### src/rtl/lif_scheduler.sv
// rtl/lif_scheduler.sv - time-multiplexed leaky-integrate-and-fire neuron sweep controller
module lif_scheduler #(
    parameter int N_NEURONS = 4,
    parameter int THRESHOLD = 127,
    parameter int IDX_W     = $clog2(N_NEURONS)
) (
    input  logic             i_clk,
    input  logic             i_rst,
    input  logic             i_start,
    input  logic             i_cur_valid,
    input  logic [IDX_W-1:0] i_cur_idx,
    input  logic [7:0]       i_cur_data,
    output logic             o_spike_valid,
    output logic [IDX_W-1:0] o_spike_idx,
    input  logic             i_spike_ready,
    output logic             o_busy,
    output logic             o_done,
    input  logic [IDX_W-1:0] i_mon_idx,
    output logic [7:0]       o_mon_state
);

    typedef enum logic [1:0] {S_IDLE, S_UPDATE, S_EMIT, S_DONE} state_t;

    state_t           r_state;
    logic [IDX_W-1:0] r_ptr;
    logic [7:0]       r_mem [N_NEURONS];
    logic [7:0]       r_acc [N_NEURONS];
    logic             r_spike_valid;
    logic [IDX_W-1:0] r_spike_idx;
    logic             r_busy;
    logic             r_done;

    logic [7:0]       w_nxt;
    logic             w_fire;
    logic             w_last;
    logic             w_update_hit;
    logic             w_mon_ok;

    function automatic logic [7:0] sat_add(input logic [7:0] a, input logic [7:0] b);
        logic [8:0] s;
        s = {1'b0, a} + {1'b0, b};
        return s[8] ? 8'hFF : s[7:0];
    endfunction

    assign w_nxt        = sat_add(r_acc[r_ptr], {1'b0, r_mem[r_ptr][7:1]});
    assign w_fire       = (w_nxt >= 8'(THRESHOLD));
    assign w_last       = (r_ptr == IDX_W'(N_NEURONS - 1));
    // An injection aimed at the neuron being updated lands after the consume.
    assign w_update_hit = (r_state == S_UPDATE) && i_cur_valid && (i_cur_idx == r_ptr);
    assign w_mon_ok     = ({1'b0, i_mon_idx} < (IDX_W + 1)'(N_NEURONS));

    always_ff @(posedge i_clk or posedge i_rst) begin
        if (i_rst) begin
            r_state       <= S_IDLE;
            r_ptr         <= '0;
            r_spike_valid <= 1'b0;
            r_spike_idx   <= '0;
            r_busy        <= 1'b0;
            r_done        <= 1'b0;
            for (int i = 0; i < N_NEURONS; i++) r_mem[i] <= 8'd0;
        end else begin
            case (r_state)
                S_IDLE: begin
                    if (i_start) begin
                        r_ptr   <= '0;
                        r_busy  <= 1'b1;
                        r_state <= S_UPDATE;
                    end
                end
                S_UPDATE: begin
                    if (w_fire) begin
                        r_mem[r_ptr]  <= 8'd0;
                        r_spike_idx   <= r_ptr;
                        r_spike_valid <= 1'b1;
                        r_state       <= S_EMIT;
                    end else begin
                        r_mem[r_ptr] <= w_nxt;
                        if (w_last) begin
                            r_done  <= 1'b1;
                            r_state <= S_DONE;
                        end else begin
                            r_ptr <= r_ptr + IDX_W'(1);
                        end
                    end
                end
                S_EMIT: begin
                    if (i_spike_ready) begin
                        r_spike_valid <= 1'b0;
                        if (w_last) begin
                            r_done  <= 1'b1;
                            r_state <= S_DONE;
                        end else begin
                            r_ptr   <= r_ptr + IDX_W'(1);
                            r_state <= S_UPDATE;
                        end
                    end
                end
                S_DONE: begin
                    r_done  <= 1'b0;
                    r_busy  <= 1'b0;
                    r_state <= S_IDLE;
                end
                default: r_state <= S_IDLE;
            endcase
        end
    end

    always_ff @(posedge i_clk or posedge i_rst) begin
        if (i_rst) begin
            for (int i = 0; i < N_NEURONS; i++) r_acc[i] <= 8'd0;
        end else begin
            for (int i = 0; i < N_NEURONS; i++) begin
                if ((r_state == S_UPDATE) && (r_ptr == IDX_W'(i))) begin
                    r_acc[i] <= w_update_hit ? i_cur_data : 8'd0;
                end else if (i_cur_valid && (i_cur_idx == IDX_W'(i))) begin
                    r_acc[i] <= sat_add(r_acc[i], i_cur_data);
                end
            end
        end
    end

    assign o_spike_valid = r_spike_valid;
    assign o_spike_idx   = r_spike_idx;
    assign o_busy        = r_busy;
    assign o_done        = r_done;
    assign o_mon_state   = w_mon_ok ? r_mem[i_mon_idx] : 8'd0;

endmodule

### config.mk
export PLATFORM = sky130hd
export DESIGN_NAME = lif_scheduler
export DESIGN_NICKNAME = d
export VERILOG_FILES = /design/src/rtl/lif_scheduler.sv
export SDC_FILE = /design/constraint.sdc
export NUM_CORES = 1
export LEC_CHECK = 0
export ABC_AREA = 1
export CAP_MARGIN = 20
export CORE_MARGIN = 5
export CORE_UTILIZATION = 63
export CTS_BUF_LIST = sky130_fd_sc_hd__clkbuf_4
export DETAILED_ROUTE_END_ITERATION = 8
export PLACE_DENSITY_LB_ADDON = 0.05
export SLEW_MARGIN = 20
export SYNTH_ARGS = -nofsm -noshare
export SYNTH_HDL_FRONTEND = slang
export SYNTH_SLANG_ARGS = --single-unit
### constraint.sdc
create_clock -name i_clk -period 3.7 [get_ports i_clk]
set_clock_uncertainty 0.05 [all_clocks]
set_input_delay 0.74 -clock i_clk [delete_from_list [all_inputs] [get_ports i_clk]]
set_output_delay 0.74 -clock i_clk [all_outputs]
set_load 0.05 [all_outputs]
Word-level counts from Yosys, hierarchy flattened
Cells that the tools add are included.
{"block": "word_totals", "latchBits": 0, "reg_bits": 73, "ram_bits": 0, "mem_count": 0, "in_bits": 17, "mem_bits_ro": 0, "output_inout_bits": 13}
{"block": "op_classes", "muxes": 47, "add_sub_neg": 6, "bitwise_logic": 4, "n_reduce_logical": 28, "n_shift": 0, "order_cmp": 4, "n_mul": 0, "eq_ne": 15, "n_div": 0}
{"op": "$mux W8", "n": 21}
{"op": "$bmux W8 S2", "n": 3}
{"op": "$add A8 B8 Y9", "n": 4}
{"op": "$and A32 B32 Y32", "n": 1}
{"op": "$bwmux W32", "n": 1}
{"op": "$mux W32", "n": 1}
{"op": "$not A32 Y32", "n": 1}
{"op": "$mux W2", "n": 9}
{"op": "$demux W8 S2", "n": 1}
{"op": "$eq A2 B2 Y1 const B", "n": 6}
{"op": "$reduce_bool A2 Y1", "n": 6}
{"op": "$logic_and A1 B1 Y1", "n": 11}
{"op": "$add A8 B7 Y9", "n": 1}
{"op": "$reduce_and A3 Y1", "n": 3}
{"op": "$ge A8 B7 Y1 const B", "n": 1}
{"op": "$ne A2 B2 Y1 const B", "n": 4}
{"op": "$pmux W2 S4", "n": 1}
{"op": "$eq A2 B1 Y1 const B", "n": 3}
{"op": "$ge A3 B3 Y1 const B", "n": 2}
{"op": "$logic_not A2 Y1", "n": 3}
{"op": "$mux W1", "n": 6}
{"op": "$not A2 Y3", "n": 2}
{"op": "$pmux W2 S3", "n": 1}
{"op": "$reduce_bool A3 Y1", "n": 2}
{"op": "other kinds (8)", "n": 10}

Logic depth before layout (Yosys ltp)
{"block": "depth", "depth_word": 9, "ltp_mapped": 20, "ltp_nobuf": 18}

Worst setup path before layout
Ideal clock, no wire load.
{"block": "synth_path", "path_kind": "input to output", "startpoint": "in i_mon_idx[1]", "endpoint": "out o_mon_state[6]", "arrival_time_ns": 2.210, "path_slack_ns": 0.700, "path_buffers": 1, "required_ns": 2.910, "path_stages": 4, "cell_sequence": "inv_1 clkbuf_1 o21ai_0 o21ai_0"}
{"block": "synth_between", "elab_chain_len": 4}
{"element": "start: declaration", "line_no": "18", "source": "input logic [IDX_W-1:0] i_mon_idx,"}
{"element": "$not A2 Y3 (implied by the code)", "line_no": "126", "source": "assign o_mon_state = w_mon_ok ? r_mem[i_mon_idx] : 8'd0;"}
{"element": "$bmux W8 S2", "line_no": "126"}
{"element": "$mux W8 (implied by the code) (2 in series)", "line_no": "126"}
{"element": "end: declaration", "line_no": "19", "source": "output logic [7:0] o_mon_state"}
No other way between the ends. The select of a mux whose other input is x is not followed.

Worst setup path after layout
{"block": "layout_path", "startpoint": "reg r_ptr[1]", "endpoint": "reg r_mem[2] (netlist bit)"}
{"block": "layout_between", "elab_chain_len": 8}
{"element": "start: declaration", "line_no": "25", "source": "logic [IDX_W-1:0] r_ptr;"}
{"element": "start signal: assignment", "line_no": "82", "source": "r_ptr <= r_ptr + IDX_W'(1);"}
{"element": "start signal: assignment", "line_no": "93", "source": "r_ptr <= r_ptr + IDX_W'(1);"}
{"element": "$not A2 Y3 (implied by the code) *", "line_no": "45, 72, 77"}
{"element": "$bmux W8 S2, or another cell as far along", "line_no": "45", "source": "assign w_nxt = sat_add(r_acc[r_ptr], {1'b0, r_mem[r_ptr][7:1]});"}
{"element": "$mux W8 (implied by the code) / $logic_and A1 B1 Y1 (equally long branches)", "line_no": "45, 72, 77"}
{"element": "$mux W8, on equally long branches", "line_no": "45, 72, 77"}
{"element": "$add A8 B7 Y9 / $demux W8 S2 (equally long branches)", "line_no": "41, 72, 77"}
{"element": "$mux W8 / $not A32 Y32 (equally long branches)"}
{"element": "$ge A8 B7 Y1, or another cell as far along", "line_no": "46", "source": "assign w_fire = (w_nxt >= 8'(THRESHOLD));"}
{"element": "$mux W32 *", "line_no": "71", "source": "if (w_fire) begin"}
{"element": "end signal: indexed assignment", "line_no": "77", "source": "r_mem[r_ptr] <= w_nxt;"}
{"element": "end: declaration", "line_no": "26", "source": "logic [7:0] r_mem [N_NEURONS];"}
Every way passes the cells marked *; elsewhere a longest branch is shown, timed or not. The select of a mux whose other input is x is not followed.
A chain may end at the register's enable or synchronous reset.

==> out/results.tsv <==
stage	metric	value	unit
worst_setup_path	arrival	3580	ps
synthesis	synth_ff_type	dfrtp_1	
synthesis	ys.warnings.count	0	
worst_setup_path	r2r_slack	420	ps
grt	grt_max_degree	46	
sta	max_slew_margin	32.5	%
cells_and_area	regArea	1830	sq um
grt	grt_overflow_total	0	
die	core_area	9060	sq um
outcome	outcome	finished clean	
cells_and_area	multi_input_area	3550	sq um
grt	antenna_found_initial	0	
synthesis	synth-seq-cells	73	
synthesis	synth_commonest_cells	nand2_1, nand3_1, a21oi_1	
clocking	clock-sinks	73	
synthesis	async_reset_ff_share	100	%
clocking	cts_resized	0	
worst_setup_path	startpoint	r_ptr[1]	
synthesis	syn_nets	902	
sta	slew_violations	0	
synthesis	synthCells	833	
synthesis	synthTopCellsByArea	dfrtp_1, nand2_1, ha_1, nand3_1, a21oi_1	
sta	rsz0062_at_grt	false	
clocking	clockRootBuffer	clkbuf_4	
cells_and_area	fillers	795	
routing	drc	0	
die	die-height	106	um
worst_setup_path	r2r_start	r_ptr[1]	
routing	wl_per_cell	17.1	um
grt	first_global_vias	5535	
worst_setup_path	r2r_cells	14	
routing	ant_nets	0	
cells_and_area	layout-drive-gt1-share	6.04	%
synthesis	yosysSeqAreaShare	31.6	%
die	fp.dieW	106	um
synthesis	synth_edf_count	0	
synthesis	yosysUniqueCellTypes	35	
grt	grt_pass1_wl	27.4	mm
clocking	htree_levels	3	
cells_and_area	area_growth	8.99	%
sta	fin_setup_tns	0	ps
clocking	cts_buffers	9	
power_and_ir_drop	power_density	1030	nW/um^2
sta	worst_slew_pin_slew	1010	ps
sta	timing.final.crit_share	88.8	%
power_and_ir_drop	power	6.50	mW
cells_and_area	nNetsFinal	925	
synthesis	netlist.area_leader.share	31.6	%
die	initial_core_util	63.7	%
die	io_pins	30	
worst_setup_path	cp.required	4000	ps
routing	totalWireLength	16.7	mm
routing	drt_iter0_markers	535	
die	die_area	11200	sq um
sta	hold_viol_final	0	
routing	num_vias	5874	
grt	grt_use_total	30.5	%
sta	fmax	305	MHz
clocking	cts_tree	built	
placed_design	gp_congestion	0.936	
die	num_rows	35	
clocking	clockBufferDepth	2	
sta	finalSetupViolCount	0	
worst_setup_path	crit_path_start_kind	flop	
cells_and_area	diodes	0	
placed_design	port_buffers	29	
worst_setup_path	worstSetupEndpoint	r_mem[2]	
worst_setup_path	cp-end-kind	flop	
power_and_ir_drop	p_leak	3.17	nW
power_and_ir_drop	irDropWorstVdd	0.574	mV
flow_run	drv_cap	0	
clocking	postCtsSetupBuffers	0	
synthesis	netlist.top_cell.by_area	dfrtp_1	
placed_design	dp_hpwl	12.6	mm
worst_setup_path	crit_type	reg -> reg	
clocking	holdBufCountCts	0	
synthesis	syn_area	5770	sq um
synthesis	syn_avg_cell_area	6.93	sq um
clocking	clkLatencyLatePin	430	ps
synthesis	yosysMostFrequentCell	nand2_1	
clocking	path_clk_slew	140	ps
routing	via_per_inst	6.04	
sta	whs	445	ps
worst_setup_path	reg2reg_to	r_mem[2]	
min_path	hp-class	reg -> reg	
sta	fin_crit	3280	ps
worst_setup_path	cp_max_fo	12	
routing	first_pass_iters	6	
## cells by family (layout without fill, tap and decap cells)
kind of cell / Yosys count / after routing / synth area share [%]
buffers and inverters: 99 / 127 / 6.78
DFF: 73 / 73 / 31.6
adders and majority gates: 52 / 52 / 11.9
AOI/OAI and AO/OA: 182 / 182 / 16.6
xor gates and xnor gates: 21 / 21 / 3.19
and+or+nand+nor: 406 / 406 / 29.8
## state kept, by name (all words and copies together), names as in the netlist
name           count
o_spike_valid      1
o_busy             1
r_ptr              2
o_done             1
r_mem             32
o_spike_idx        2
r_acc             32
r_state            2
## metal layers
metal	share of wire, %	GRT usage, %	vias to the layer above	wire length [um]
met4	2.0	8.33	0	333
met5	0	0	-	0
met1	44	43.7	2723	7310
li1	-	-	2832	-
met2	45	48.5	285	7540
met3	8.8	4.29	34	1470
## critical path: stages (launching register included)
cell,delay [ps]
dfrtp_1,400
inv_1,260
buf_4,250
o21ai_0,110
o21ai_0,330
ha_1,350
a21oi_1,270
nand3_1,200
nand2_2,150
nand2_2,80
nor2_4,230
nand2_4,120
inv_2,120
nand2_1,140
a21oi_1,160
## worst min path at each step
stage / cells after the start / from / slack, ps / to
floorplan: 2 / r_mem[24] / 410 / r_mem[24]
global placement: 2 / o_spike_valid / 410 / o_spike_valid
detailed placement: 2 / o_spike_valid / 420 / o_spike_valid
CTS: 2 / o_spike_valid / 450 / o_spike_valid
global route: 2 / o_spike_valid / 480 / o_spike_valid
finish: 2 / o_spike_valid / 440 / o_spike_valid
## cell type report
class	count	area share, %
clock buffers	9	1.07
inverters	74	4.41
clock inverters	7	0.736
repair buffers	37	6.04
well taps	111	2.21
multi-input cells	661	56.5
flip-flops and latches	73	29.0
## layout by cell type, fill, tap and decap left out
cell	synthesis	final
a211oi_1	1	1
a211oi_2	1	1
a21boi_1	1	1
a21o_1	1	1
a21oi_1	74	74
a31o_2	2	2
a31oi_1	2	2
buf_12	0	4
buf_4	1	12
clkbuf_4	0	9
clkdlybuf4s50_1	0	21
clkinv_1	3	4
clkinv_2	0	2
clkinv_4	0	1
clkinvlp_4	0	2
dfrtp_1	73	73
fa_1	5	5
ha_1	47	47
inv_1	65	64
inv_2	6	7
inv_6	0	1
nand2_1	233	233
nand2_2	4	4
nand2_4	2	2
nand3_1	77	77
nand3_2	1	1
nand3_4	1	1
nand3b_1	6	6
nand4_1	9	9
nor2_1	70	70
nor2_2	2	2
nor2_4	1	1
o211ai_1	1	1
o21ai_0	67	67
o21ai_1	15	15
o22ai_1	17	17
xnor2_1	5	5
xor2_1	16	16
## power by group
part | switching, mW | internal [mW] | leakage (nW)
registers | 0.351 | 1.15 | 0.911
logic | 2.95 | 1.59 | 2.20
clock network | 0.314 | 0.137 | 0.0597
## per-stage QoR
stage | utilization, % | setup WS (ps) | instances | area, sq um
finish | 69.4 | 416 | 972 | 6290
global route | 69.4 | 225 | 972 | 6290
CTS | 69.4 | 501 | 972 | 6290
detailed placement | 68.2 | 426 | 956 | 6180
global placement | 68.2 | 511 | 956 | 6180
floorplan | - | 700 | 833 | 5770
No activity file was read; power rests on OpenSTA's default activity.
